File: src/rtl/aux_bit_renderer_if.sv
// aux_bit_renderer_if: sync counters, aux buffer read port and RGB
// outputs of the aux bit-grid renderer, grouped as one bundle.
interface aux_bit_renderer_if #(
    parameter int DATA_WIDTH        = 16,
    parameter int AUX_ADDRESS_WIDTH = 5
);
    logic [9:0]                   h_count_in;
    logic [9:0]                   v_count_in;
    logic                         video_on_in;
    logic [DATA_WIDTH-1:0]        aux_data_in;
    logic [AUX_ADDRESS_WIDTH-1:0] aux_raddress_out;
    logic [3:0]                   red_out;
    logic [3:0]                   green_out;
    logic [3:0]                   blue_out;

    // sync generator + aux buffer side
    modport master (
        output h_count_in,
        output v_count_in,
        output video_on_in,
        output aux_data_in,
        input  aux_raddress_out,
        input  red_out,
        input  green_out,
        input  blue_out
    );

    // renderer side
    modport slave (
        input  h_count_in,
        input  v_count_in,
        input  video_on_in,
        input  aux_data_in,
        output aux_raddress_out,
        output red_out,
        output green_out,
        output blue_out
    );
endinterface

File: src/rtl/aux_bit_renderer.sv
// aux_bit_renderer: draws the aux buffer as a bit grid, one word per
// row, one bit per cell, with a grid border on the first pixel/line.
module aux_bit_renderer #(
    parameter int          DATA_WIDTH        = 16,
    parameter int          AUX_ADDRESS_WIDTH = 5,
    parameter int          H_ACTIVE          = 640,
    parameter int          V_ACTIVE          = 480,
    parameter int          V_TOTAL           = 525,
    parameter int          CELL_WIDTH        = 40,
    parameter int          CELL_HEIGHT       = 15,
    parameter logic [11:0] ONE_COLOR         = 12'hFFF,
    parameter logic [11:0] ZERO_COLOR        = 12'h000,
    parameter logic [11:0] GRID_COLOR        = 12'h444
) (
    input logic           clock_in,
    input logic           reset_in,
    aux_bit_renderer_if.slave bus
);

    localparam int PX_W  = (CELL_WIDTH  > 1) ? $clog2(CELL_WIDTH)  : 1;
    localparam int LIC_W = (CELL_HEIGHT > 1) ? $clog2(CELL_HEIGHT) : 1;
    // one spare bit so the column counter can run past the last cell
    localparam int COL_W = $clog2(DATA_WIDTH) + 1;
    localparam int ROW_W = AUX_ADDRESS_WIDTH;

    localparam logic [1:0] S_IDLE    = 2'd0;
    localparam logic [1:0] S_WAIT    = 2'd1;
    localparam logic [1:0] S_CAPTURE = 2'd2;

    logic [1:0]            state;
    logic [DATA_WIDTH-1:0] line_word;
    logic [ROW_W-1:0]      row;
    logic [ROW_W-1:0]      row_next;
    logic [LIC_W-1:0]      line_in_cell;
    logic [LIC_W-1:0]      lic_next;
    logic [COL_W-1:0]      col;
    logic [PX_W-1:0]       px_in_cell;
    logic [ROW_W-1:0]      raddress;
    logic [11:0]           color_next;
    logic [11:0]           color;
    logic [DATA_WIDTH-1:0] shifted_word;
    logic                  cell_bit;
    logic                  trigger;
    logic                  fetch_start;
    logic [9:0]            nl;

    // line-end trigger and the index of the line about to be drawn
    always_comb begin
        trigger = (bus.h_count_in == 10'(H_ACTIVE));
        if (bus.v_count_in == 10'(V_TOTAL - 1)) begin
            nl = 10'd0;
        end else begin
            nl = bus.v_count_in + 10'd1;
        end
        // a trigger outside IDLE is ignored entirely
        fetch_start = trigger && (nl < 10'(V_ACTIVE)) && (state == S_IDLE);
    end

    // next row / line-in-cell, counted rather than divided
    always_comb begin
        row_next = row;
        lic_next = line_in_cell;
        if (nl == 10'd0) begin
            row_next = '0;
            lic_next = '0;
        end else if (line_in_cell == LIC_W'(CELL_HEIGHT - 1)) begin
            lic_next = '0;
            row_next = row + ROW_W'(1);
        end else begin
            lic_next = line_in_cell + LIC_W'(1);
        end
    end

    // line tracking and read address, advanced once per active line
    always_ff @(posedge clock_in) begin
        if (reset_in) begin
            row          <= '0;
            line_in_cell <= '0;
            raddress     <= '0;
        end else if (fetch_start) begin
            row          <= row_next;
            line_in_cell <= lic_next;
            raddress     <= row_next;
        end
    end

    // fetch FSM: wait out the registered buffer read, then latch the word
    always_ff @(posedge clock_in) begin
        if (reset_in) begin
            state     <= S_IDLE;
            line_word <= '0;
        end else begin
            case (state)
                S_IDLE: begin
                    if (fetch_start) begin
                        state <= S_WAIT;
                    end
                end
                S_WAIT: begin
                    state <= S_CAPTURE;
                end
                S_CAPTURE: begin
                    state     <= S_IDLE;
                    line_word <= bus.aux_data_in;
                end
                default: begin
                    state <= S_IDLE;
                end
            endcase
        end
    end

    // horizontal cell position, restarted whenever video is off
    always_ff @(posedge clock_in) begin
        if (reset_in || !bus.video_on_in) begin
            col        <= '0;
            px_in_cell <= '0;
        end else if (px_in_cell == PX_W'(CELL_WIDTH - 1)) begin
            px_in_cell <= '0;
            col        <= col + COL_W'(1);
        end else begin
            px_in_cell <= px_in_cell + PX_W'(1);
        end
    end

    // pick the cell colour; shifting left puts the current bit at the
    // MSB and yields 0 for any column past the last cell
    always_comb begin
        shifted_word = line_word << col;
        cell_bit     = shifted_word[DATA_WIDTH-1];
        color_next   = 12'h000;
        if (!bus.video_on_in) begin
            color_next = 12'h000;
        end else if (px_in_cell == '0 || line_in_cell == '0) begin
            color_next = GRID_COLOR;
        end else if (cell_bit) begin
            color_next = ONE_COLOR;
        end else begin
            color_next = ZERO_COLOR;
        end
    end

    // registered RGB, one cycle behind the sync counters
    always_ff @(posedge clock_in) begin
        if (reset_in) begin
            color <= 12'h000;
        end else begin
            color <= color_next;
        end
    end

    assign bus.aux_raddress_out = raddress;
    assign bus.red_out          = color[11:8];
    assign bus.green_out        = color[7:4];
    assign bus.blue_out         = color[3:0];

endmodule

File: src/flat_wrapper.sv
// flat-port wrapper written by rule: the top's interface ports become plain ports
module aux_bit_renderer_flat 
#(
    parameter int          DATA_WIDTH        = 16,
    parameter int          AUX_ADDRESS_WIDTH = 5,
    parameter int          H_ACTIVE          = 640,
    parameter int          V_ACTIVE          = 480,
    parameter int          V_TOTAL           = 525,
    parameter int          CELL_WIDTH        = 40,
    parameter int          CELL_HEIGHT       = 15,
    parameter logic [11:0] ONE_COLOR         = 12'hFFF,
    parameter logic [11:0] ZERO_COLOR        = 12'h000,
    parameter logic [11:0] GRID_COLOR        = 12'h444
)
  (clock_in, reset_in, bus_h_count_in, bus_v_count_in, bus_video_on_in, bus_aux_data_in, bus_aux_raddress_out, bus_red_out, bus_green_out, bus_blue_out);
  aux_bit_renderer_if #(.DATA_WIDTH(DATA_WIDTH), .AUX_ADDRESS_WIDTH(AUX_ADDRESS_WIDTH)) bus_i ();
  input logic clock_in;
  input logic reset_in;
  input wire logic [$bits(bus_i.h_count_in)-1:0] bus_h_count_in;
  input wire logic [$bits(bus_i.v_count_in)-1:0] bus_v_count_in;
  input wire logic [$bits(bus_i.video_on_in)-1:0] bus_video_on_in;
  input wire logic [$bits(bus_i.aux_data_in)-1:0] bus_aux_data_in;
  output wire logic [$bits(bus_i.aux_raddress_out)-1:0] bus_aux_raddress_out;
  output wire logic [$bits(bus_i.red_out)-1:0] bus_red_out;
  output wire logic [$bits(bus_i.green_out)-1:0] bus_green_out;
  output wire logic [$bits(bus_i.blue_out)-1:0] bus_blue_out;
  assign bus_i.h_count_in = bus_h_count_in;
  assign bus_i.v_count_in = bus_v_count_in;
  assign bus_i.video_on_in = bus_video_on_in;
  assign bus_i.aux_data_in = bus_aux_data_in;
  assign bus_aux_raddress_out = bus_i.aux_raddress_out;
  assign bus_red_out = bus_i.red_out;
  assign bus_green_out = bus_i.green_out;
  assign bus_blue_out = bus_i.blue_out;
  aux_bit_renderer #(.DATA_WIDTH(DATA_WIDTH), .AUX_ADDRESS_WIDTH(AUX_ADDRESS_WIDTH), .H_ACTIVE(H_ACTIVE), .V_ACTIVE(V_ACTIVE), .V_TOTAL(V_TOTAL), .CELL_WIDTH(CELL_WIDTH), .CELL_HEIGHT(CELL_HEIGHT), .ONE_COLOR(ONE_COLOR), .ZERO_COLOR(ZERO_COLOR), .GRID_COLOR(GRID_COLOR)) u_core (.clock_in(clock_in), .reset_in(reset_in), .bus(bus_i));
endmodule
File: config.mk
export PLATFORM = sky130hd
export DESIGN_NAME = aux_bit_renderer_flat
export DESIGN_NICKNAME = d
export VERILOG_FILES = /design/src/rtl/aux_bit_renderer_if.sv /design/src/rtl/aux_bit_renderer.sv /design/src/flat_wrapper.sv
export SDC_FILE = /design/constraint.sdc
export NUM_CORES = 1
export LEC_CHECK = 0
export CAP_MARGIN = 30
export CORE_UTILIZATION = 52
export DETAILED_ROUTE_END_ITERATION = 10
export GPL_ROUTABILITY_DRIVEN = 0
export PLACE_DENSITY = 0.86
export SKIP_CTS_REPAIR_TIMING = 1
export SYNTH_ARGS = -nofsm -noshare
export SYNTH_HDL_FRONTEND = slang
export SYNTH_SLANG_ARGS = --single-unit
File: constraint.sdc
create_clock -name clock_in -period 4.5 [get_ports clock_in]
set_input_delay 0.45 -clock clock_in [delete_from_list [all_inputs] [get_ports clock_in]]
set_output_delay 0.45 -clock clock_in [all_outputs]
set_load 0.005 [all_outputs]
Yosys cells after proc, flatten, opt, wreduce, memory -nomap -nowiden
Index checks and enable logic that the tools add are counted.
{"block": "word_totals", "ff_bits": 50, "inputBits": 39, "out_inout_bits": 17, "word_cells": 46}
{"block": "classes", "add_sub_neg": 5, "magnitude_cmp": 1, "eq_ne": 7, "shift": 1, "mux": 9, "n_bitwise": 1, "reduce_logical": 14}
{"operator": "$eq A10 B10 Y1 const B", "count": 2}
{"operator": "$shl A16 B5 Y16", "count": 1}
{"operator": "$mux W12", "count": 1}
{"operator": "$mux W11", "count": 1}
{"operator": "$add A10 B1 Y10 const B", "count": 1}
{"operator": "$add A5 B1 Y5 const B", "count": 2}
{"operator": "$logic_not A10 Y1", "count": 1}
{"operator": "$lt A10 B9 Y1 const B", "count": 1}
{"operator": "$mux W10", "count": 1}
{"operator": "$mux W5", "count": 2}
{"operator": "$mux W4", "count": 2}
{"operator": "$add A6 B1 Y6 const B", "count": 1}
{"operator": "$eq A6 B6 Y1 const B", "count": 1}
{"operator": "$logic_not A6 Y1", "count": 1}
{"operator": "$add A4 B1 Y4 const B", "count": 1}
{"operator": "$eq A4 B4 Y1 const B", "count": 1}
{"operator": "$logic_not A4 Y1", "count": 1}
{"operator": "$pmux W2 S2", "count": 1}
{"operator": "$reduce_or A2 Y1", "count": 2}
{"operator": "$reduce_or A3 Y1", "count": 1}
{"operator": "$eq A2 B1 Y1 const B", "count": 1}
{"operator": "$eq A2 B2 Y1 const B", "count": 1}
{"operator": "$logic_and A1 B1 Y1", "count": 2}
{"operator": "$logic_not A2 Y1", "count": 1}
{"operator": "other kinds (7)", "count": 8}

Depth between registers and ports, before layout
{"block": "logic_depth", "ltp_word": 7, "mapped_depth": 9, "mapped_depth_nobuf": 8}

Worst setup path after synthesis
OpenSTA, ideal clock, no wires.
{"block": "synth_path", "kind": "input to register", "startpoint": "input bus_v_count_in[4]", "endpoint": "register u_core.row[0]", "setup_time_ns": 0.130, "arrival_time_ns": 2.090, "required_time_ns": 4.370, "setup_slack_ns": 2.281, "stages": 7, "path_buffers": 1, "path_cell_list": "or4_1 -> or3_2 -> o41ai_1 -> nand3b_1 -> buf_2 -> a21oi_1 -> o32ai_1"}
{"block": "synth_between", "elab_chain_len": 6, "word_cells_on_any_way": 10, "cone_classes": "add/sub: 1; order compare: 1; eq/ne: 1; mux: 2; reduce/logical: 5"}
{"element": "start, declared", "line_no": "flat_wrapper.sv:20", "rtl": "input wire logic [$bits(bus_i.v_count_in)-1:0] bus_v_count_in;"}
{"element": "$add A10 B1 Y10 or $eq A10 B10 Y1 (tied branches)", "line_no": "aux_bit_renderer.sv:53, aux_bit_renderer.sv:50"}
{"element": "$mux W10 *", "line_no": "aux_bit_renderer.sv:50", "rtl": "if (bus.v_count_in == 10'(V_TOTAL - 1)) begin"}
{"element": "$lt A10 B9 Y1", "line_no": "aux_bit_renderer.sv:56", "rtl": "fetch_start = trigger && (nl < 10'(V_ACTIVE)) && (state == S_IDLE);"}
{"element": "$logic_and A1 B1 Y1 (2 in a row)", "line_no": "aux_bit_renderer.sv:56"}
{"element": "$reduce_and A2 Y1 (no line)"}
{"element": "end signal, assigned", "line_no": "aux_bit_renderer.sv:81", "rtl": "row <= row_next;"}
{"element": "end, declared", "line_no": "aux_bit_renderer.sv:32", "rtl": "logic [ROW_W-1:0] row;"}
Every way passes the cells marked *; elsewhere a longest branch is shown, timed or not.
A chain may end at the register's enable or synchronous reset.

Worst setup path in the final report
{"block": "layout_path", "startpoint": "input bus_v_count_in[7]", "endpoint": "register u_core.row[1]"}
Same word-level chain as after synthesis.

==> summary.md <==
| Metric | Value |
|---|---|
| Die area | 4350 um2 |
| Mapped Cells | 253 |
| Reg2reg path depth | 5 |
| DRT iter0 DRCs | 61 |
| Avg Cell Area, Syn | 8.40 um2 |
| # nets final | 344 |
| Highest clock rate | 368 MHz |
| Number of I/O port buffers | 55 |
| Cell area after synthesis | about 2100 um2 |
| Vias/cell | 5.68 |
| Die X | 65.9 um |
| # H-tree levels | 2 |
| Routed WL | between 4 and 5 mm |
| WP data required | approximately 4.7 ns |
| Sw frac | 0.217 |
| EDFF count, synth | 0 |
| Slew Viols, Final | 0 |
| Grt met1 use | 0.257 |
| Met2 Usage GRT | 0.397 |
| Commonest non-fill, non-tap cell in the layout | clkdlybuf4s50_1 |
| Final Skew | 0.00543 ns |
| Global Route Usage Sum | 0.228 |
| CTS max path bufs | 2 |
| Hold Violations, Final | 0 |
| CP Depth | 7 |
| Worst VDD drop | approximately 0.00017 V |
| Final setup violation count | 0 |
| Leakage power total | 0.000925 uW |
| GR Overflow Total | 0 |
| Die Span Y | 65.9 um |
| Util after Layout | 0.716 |
| Clk Latency, worst-skew pair | 0.29 ns |
| Post-DRT Antenna Nets | 0 |
| CTS Buf Count | 5 |
| Minimum clock period | between 2 and 3 ns |
| RSZ-0062 raised after global routing | no |
| Warnings from Yosys | 0 |
| IO Pins | 56 |
| Area Overhead vs Synth | 28.0% |
| Depth of the worst hold-timing path | 2 |
| Initial antenna violation count | 0 |
| #FFs+latches synth | 40 |
| Fraction of registers with async set/reset | 0 |
| Most Used Layer, Global Route | met2 |
| Seq pwr share | 0.536 |
| Ys flop type | dfxtp_1 |
| Power Dens Cells | 244 nW/um2 |
| TritonCTS clock tree | yes |
| Least-Margin Pin Slew | 0.991 ns |
| Layout cells sized above 1 | 0.0572 |
| Max Cap Viol | 0 |
| Gate power share | 0.099 |
| Critical path arrival | 2.89 ns |
| Type of the tightest min-delay check | reg -> reg |
| CP cell instances | clkdlybuf4s50_1, or4_1, or3_2, o41ai_1, nand3b_1, a21oi_1, o32ai_1 |
| Netlist cell types | 44 |
| Register area share after synthesis | 0.377 |
| Cell internal pwr | 520 uW |
| Syn nets | 301 |
| Crit path buf inv count | 1 |
| Clk slew on worst S/H paths | 0.07 ns |
| Vias | 1961 |
| Setup crit end kind | flop |
| Internal reg-to-reg setup slack | 2.66 ns |
| First-pass GRT wire length | 7.60 mm |
| Largest net degree at the start of global routing | 29 |
| Inserted Diodes | 0 |
| TritonCTS sink count | 40 |
| Most frequent cells in the layout | clkdlybuf4s50_1 (55), nand2_1 (42), dfxtp_1 (40), a21oi_1 (22), nor2_1 (16) |
| Outcome | complete, no violations |
| Vias in the first global route | about 1800 |
| Net load switching power | 144 uW |
| DR pass1 iterations | 4 |
| Clock Power Share | 0.365 |
| Initial Util | 0.559 |
| Slowest stage delay, CP | 0.56 ns |
| Setup crit start kind | primary input |
| Critical path peak fanout | 11 |
| Setup tns final | 0 ns |
| Slew headroom | 0.338 |
| Core Area | 3800 um2 |
| CP Class | in -> reg |
| Met3 usage | 0.0621 |
| WL/cell | 12.8 um |
| DRC viols | 0 |
| Crit-path leading delay family | simple AND/OR/NAND/NOR gates |
| Post-detail-place hpwl | 3.31 mm |
| Row count | 22 |
| Clock root cell | clkbuf_8 |
| Worst path slowest cell | or4_1 |
| Period utilization | 0.603 |
-- area by class of cell --
cell class | instances | area [um2]
clock buffer | 8 | 90.1
fill | 291 | 1080
inverter | 11 | 41.3
multi-input combinational | 182 | 1170
sequential | 40 | 801
tap | 48 | 60.1
timing repair buffer | 56 | 558
-- kinds of logic after synthesis --
| group | count (synthesis) | share of synthesized area |
|---|---|---|
| AND/OR/NAND/NOR | 112 | 0.262 |
| AO/OA/AOI/OAI | 43 | 0.133 |
| flip-flops | 40 | 0.377 |
| buffers and inverters | 31 | 0.0730 |
| XOR/XNOR | 11 | 0.0453 |
| adder cells (fa/ha/maj) | 9 | 0.0530 |
| multiplexers | 7 | 0.0565 |
-- sequential cells by signal (all words and copies together), names as in the netlist --
name                 flops
u_core.color             2
u_core.line_in_cell      4
u_core.row               5
u_core.col               5
u_core.px_in_cell        6
u_core.state             2
u_core.line_word        16
-- path summary, 6_finish.rpt --
| check | endpoint | start |
|---|---|---|
| setup / recovery | u_core.row[1] | bus_v_count_in[7] |
| hold / removal | u_core.line_word[12] | u_core.line_word[12] |
| setup reg to reg | u_core.row[4] | u_core.state[1] |
| hold reg to reg | u_core.line_word[12] | u_core.line_word[12] |
-- metal layers --
layer	vias up	wire length (um)
li1	982	-
met1	908	1930
met2	61	2200
met3	10	200
met4	0	102
met5	-	0
-- worst reg2reg max path, stage by stage (launching register included) --
cell	delay, ns
dfxtp_1	0.33
nor4_1	0.29
nand3_1	0.16
a311oi_2	0.45
nand2_2	0.15
o41ai_1	0.35
-- through the flow --
| stage | worst slack [ns] | hold slack [ns] | total power [uW] | cells | cell area, um2 |
|---|---|---|---|---|---|
| 2_1_floorplan | 2.28 | 0.426 | 385 | 253 | 2120 |
| 3_3_place_gp | 1.57 | 0.439 | 429 | 337 | 2630 |
| 3_5_place_dp | 1.51 | 0.447 | 430 | 337 | 2630 |
| 4_1_cts | 1.81 | 0.459 | 667 | 345 | 2720 |
| 5_1_grt | 1.66 | 0.473 | 695 | 345 | 2720 |
| 6_report | 1.79 | 0.457 | 665 | 345 | 2720 |
-- power by group through the flow --
stage	registers [uW]	clock network [uW]	logic (uW)
2_1_floorplan	364	0	20.9
3_3_place_gp	364	0	64.5
3_5_place_dp	365	0	65.5
4_1_cts	356	245	65.7
5_1_grt	356	267	71.6
6_report	356	242	65.9
-- cells in the mapped netlist, types with 2 or more instances --
cell type | instances | share of area
buf_4 | 10 | 0.035
a21oi_1 | 22 | 0.052
mux4_2 | 4 | 0.042
nand4b_1 | 4 | 0.016
and3_1 | 4 | 0.012
clkbuf_1 | 8 | 0.014
nor2b_1 | 4 | 0.012
nor3_1 | 3 | 0.0071
nand2_1 | 42 | 0.074
nand4_1 | 9 | 0.026
inv_1 | 11 | 0.019
o211ai_1 | 2 | 0.0071
nor4_1 | 3 | 0.0088
nand2b_1 | 2 | 0.0059
a32oi_1 | 2 | 0.0082
nor2_1 | 16 | 0.028
o41ai_1 | 3 | 0.012
ha_1 | 9 | 0.053
o32ai_1 | 2 | 0.0082
xor2_1 | 6 | 0.025
o21ai_0 | 2 | 0.0047
mux2i_1 | 3 | 0.014
or4_1 | 3 | 0.011
xnor2_1 | 5 | 0.021
nand3_1 | 14 | 0.033
dfxtp_1 | 40 | 0.38
a31oi_1 | 3 | 0.0088
Note: power is estimated with default switching activity, not from simulation.
==> patch 1, RTL diff (same flow settings) <==
`AUX_ADDRESS_WIDTH` is set to 5 in 3 places; all go to 7.
--- a/src/rtl/aux_bit_renderer_if.sv
+++ b/src/rtl/aux_bit_renderer_if.sv
@@ -2,7 +2,7 @@
 // outputs of the aux bit-grid renderer, grouped as one bundle.
 interface aux_bit_renderer_if #(
     parameter int DATA_WIDTH        = 16,
-    parameter int AUX_ADDRESS_WIDTH = 5
+    parameter int AUX_ADDRESS_WIDTH = 7
 );
     logic [9:0]                   h_count_in;
     logic [9:0]                   v_count_in;
--- a/src/rtl/aux_bit_renderer.sv
+++ b/src/rtl/aux_bit_renderer.sv
@@ -2,7 +2,7 @@
 // row, one bit per cell, with a grid border on the first pixel/line.
 module aux_bit_renderer #(
     parameter int          DATA_WIDTH        = 16,
-    parameter int          AUX_ADDRESS_WIDTH = 5,
+    parameter int          AUX_ADDRESS_WIDTH = 7,
     parameter int          H_ACTIVE          = 640,
     parameter int          V_ACTIVE          = 480,
     parameter int          V_TOTAL           = 525,
--- a/src/flat_wrapper.sv
+++ b/src/flat_wrapper.sv
@@ -2,7 +2,7 @@
 module aux_bit_renderer_flat 
 #(
     parameter int          DATA_WIDTH        = 16,
-    parameter int          AUX_ADDRESS_WIDTH = 5,
+    parameter int          AUX_ADDRESS_WIDTH = 7,
     parameter int          H_ACTIVE          = 640,
     parameter int          V_ACTIVE          = 480,
     parameter int          V_TOTAL           = 525,
Ports: changed (resized bus_aux_raddress_out); port bits go from 56 to 58. No check against the original RTL was run, so the function may have changed too.
==> patch 1 against the original RTL <==
First-iteration DRC count rose to 2.5 times the old value; sequential cell count increased by 2; setup slack improved by 0.075 ns; highest routed layer unchanged; the flow now finishes with violations (DRC); combinational power grew 10%; utilization decreased by 3.2 points; synthesized cell count rose by 15%; count of clock-buffer cells in the layout fell by 2; wire length increased by 22%; power up 3.9%; non-clock buffer count rose by 3; cell area increased by 12%; area after synthesis rose by 15%; register-to-register slack got worse by 0.21 ns; critical path type unchanged; sequential share of layout area is 1.8 points lower.
==> patch 1: results <==
export IMPL_violations="DRC"
export IMPL_gr_usage_all_layers_pct=22.72
export IMPL_drive_gt1_share_pct=8.383
export IMPL_place_inst=377
export IMPL_first_iter_violations=153
export IMPL_grt_max_degree=27
export IMPL_port_buffers=57
export IMPL_synth_area_top_cells="dfxtp_1, nand2_1, ha_1"
export IMPL_dr_pass1_iters=8
export IMPL_cp_slowest_cell="clkdlybuf4s50_1"
export IMPL_fin_skew_ns=0.007641
export IMPL_timing_hold_ws_ns=0.4593
export IMPL_grt_first_pass_wirelength_um=9101
export IMPL_synth_area_per_cell_sq_um=8.406
export IMPL_crit_fanout=10
export IMPL_grt_pass1_vias=2036
export IMPL_r2r_end="u_core.row[5]"
export IMPL_synthesis_nets=339
export IMPL_reg2reg_slack_ns=2.45
export IMPL_placed_area_sq_um=2943
export IMPL_stdcell_count=386
export IMPL_vdd_drop_max_mv=0.1616
export IMPL_synth_common_cells="nand2_1, dfxtp_1, a21oi_1"
export IMPL_yosysSeqAreaShare_pct=34.37
export IMPL_final_util_pct=68.33
export IMPL_dp_hpwl_um=4045
export IMPL_holdPathEnd="u_core.line_word[8]"
export IMPL_reg2reg_from="u_core.line_in_cell[0]"
export IMPL_leakagePower_nw=1.027
export IMPL_fill_cells=385
export IMPL_synthDistinctLibCells=54
export IMPL_drc=6
export IMPL_status="finished with violations"
patch 1: changes by cell type in the layout (fill, tap and decap cells not counted), moves of 3 or more:
| cell | change |
|---|---|
| o21ai_0 | +6 |
| o31ai_1 | +3 |
| o211a_1 | +3 |
| nand2_1 | +6 |
| o41ai_1 | -3 |
| nand4_1 | +3 |
| nor2_1 | +4 |
patch 1: worst min-delay path, stage by stage, from the launching register on:
cell,delay (ns)
dfxtp_1,0.32
nand2_1,0.05
a21oi_1,0.05
patch 1: kinds of logic after synthesis:
family | after synthesis | share of synthesized area (%)
muxes | 7 | 4.911
xor gates and xnor gates | 9 | 3.223
adders and majority gates | 9 | 4.604
AOI/OAI and AO/OA | 60 | 17.85
DFF | 42 | 34.37
buffers and inverters | 35 | 7.672
and+or+nand+nor | 129 | 27.37
patch 1: metal layers:
layer  routed length (um)  track usage [%]  up-vias
li1                     -                -     1133
met1                 2355            28.93     1048
met2                 2697            39.48       92
met3                  288            3.846        7
met4                   68            7.333        0
met5                    0                0        -
patch 1: worst max path at each step:
stage / endpoint / slack [ns] / cells after the start
6_report: u_core.row[5] / 1.86 / 8
5_1_grt: u_core.row[4] / 1.69 / 8
4_1_cts: u_core.row[3] / 1.90 / 6
3_5_place_dp: u_core.row[3] / 1.60 / 6
3_3_place_gp: u_core.row[3] / 1.65 / 6
2_1_floorplan: u_core.row[3] / 2.17 / 7
patch 1: where the power goes:
part | internal (mW) | switching [mW] | total (mW)
clock network | 0.110 | 0.134 | 0.244
logic | 0.0411 | 0.0316 | 0.0727
registers | 0.373 | 0.00103 | 0.374
total | 0.523 | 0.167 | 0.690
patch 1: cell type report:
cell class                 count  area share (%)
clock buffer                   6           2.390
clock inverter                 2          0.4532
inverter                      11           1.360
multi-input combinational    214           46.68
sequential                    42           27.69
tap                           52           2.143
timing repair buffer          59           19.28
==> patch 2, RTL diff (same settings) <==
Without the edit above. Put a register stage on the output `bus.red_out`. The value now appears one clock later.
--- a/src/rtl/aux_bit_renderer.sv
+++ b/src/rtl/aux_bit_renderer.sv
@@ -150,7 +150,9 @@
     end
 
     assign bus.aux_raddress_out = raddress;
-    assign bus.red_out          = color[11:8];
+    always_ff @(posedge clock_in) begin
+        bus.red_out <= color[11:8];
+    end
     assign bus.green_out        = color[7:4];
     assign bus.blue_out         = color[3:0];
 
Formal check against the unedited RTL: not equivalent (Yosys sat finds a counterexample within 4 cycles, from zero or initial values and one cycle with reset_in high).
==> patch 2 against the original RTL <==
Power rose by 8.6%; setup slack got worse by 0.22 ns; wire length rose by 4.8%; highest routed layer unchanged; first-iteration DRC count rose by 61%; area after synthesis rose by 6.5%; critical path type unchanged; maximum frequency fell by 7.4%; cell area rose by 5.5%; utilization fell by 1.4 points; largest cell class unchanged; sequential cell count rose by 2.
==> patch 2: results <==
export IMPL_met2_usage_pct=40.44
export IMPL_crit_arrival_ns=3.16
export IMPL_synth_common_cells="nand2_1, dfxtp_1, a21oi_1"
export IMPL_clk_pin_slew_ns=0.09
export IMPL_fin_skew_ns=0.009874
export IMPL_drt_met1_wl_um=1947
export IMPL_placed_area_sq_um=2774
export IMPL_drive_gt1_share_pct=6.731
export IMPL_num_multi_input_gates=193
export IMPL_worstHoldStart="u_core.color[6]"
export IMPL_vias=2088
export IMPL_timing_hold_ws_ns=0.3757
export IMPL_multi_input_comb_area_sq_um=1264
export IMPL_routed_wl_met2_um=2370
export IMPL_max_slew_margin_pct=33.29
export IMPL_gr_usage_all_layers_pct=22.29
export IMPL_reg2reg_from="u_core.state[0]"
export IMPL_nClkBuffers=5
export IMPL_layout_min_cycle_time_ns=2.932
export IMPL_synthesis_nets=315
export IMPL_met1_usage_pct=24.95
export IMPL_reg2reg_slack_ns=2.27
export IMPL_synthDistinctLibCells=50
export IMPL_buf_share_pct=19.46
export IMPL_grt_max_degree=30
export IMPL_dr_wl_met3_um=220
export IMPL_yosysSeqAreaShare_pct=37.15
export IMPL_register_area_sq_um=840.8
export IMPL_dieWidth_um=67.98
export IMPL_wl_per_cell_um=12.83
export IMPL_pre_cts_ws_ns=1.279
export IMPL_use_met3_pct=3.500
export IMPL_fill_cells=318
export IMPL_fin_nets=359
export IMPL_crit_fanout=12
export IMPL_status="finished clean"
export IMPL_vdd_drop_max_mv=0.1222
export IMPL_leakagePower_nw=1.008
export IMPL_clk_share_pct=3.272
export IMPL_grt_first_pass_wirelength_um=7831
export IMPL_holdPathEnd="u_core.bus.red_out[2]"
==> patch 2: cells by family (layout without fill, tap and decap cells) <==
kind of cell    count (synthesis)  after routing  synth area share (%)
mux                             8              8                 5.749
compound gates                 45             45                 13.76
xor+xnor                        8              8                 3.096
simple gates                  123            123                 28.25
flops                          42             42                 37.15
fa+ha+maj                       9              9                 4.975
buf+inv                        32             77                 7.020
==> patch 2: through the flow <==
step           util (%)  std cells
4_1_cts           70.18        362
6_report          70.18        362
5_1_grt           70.18        362
3_5_place_dp      67.88        354
2_1_floorplan         -        267
3_3_place_gp      67.88        354
==> patch 2: critical path, cell delays in order <==
cell and delay, ns:
clkdlybuf4s50_1 0.52, or4_4 0.61, o41ai_4 0.23, nor2_1 0.07, or4_4 0.56, or4_1 0.57, mux2i_1 0.15
==> patch 2: power breakdown <==
part,switching (mW),internal (mW)
logic,0.0347,0.0509
registers,0.00685,0.378
clock network,0.139,0.112
total,0.181,0.541
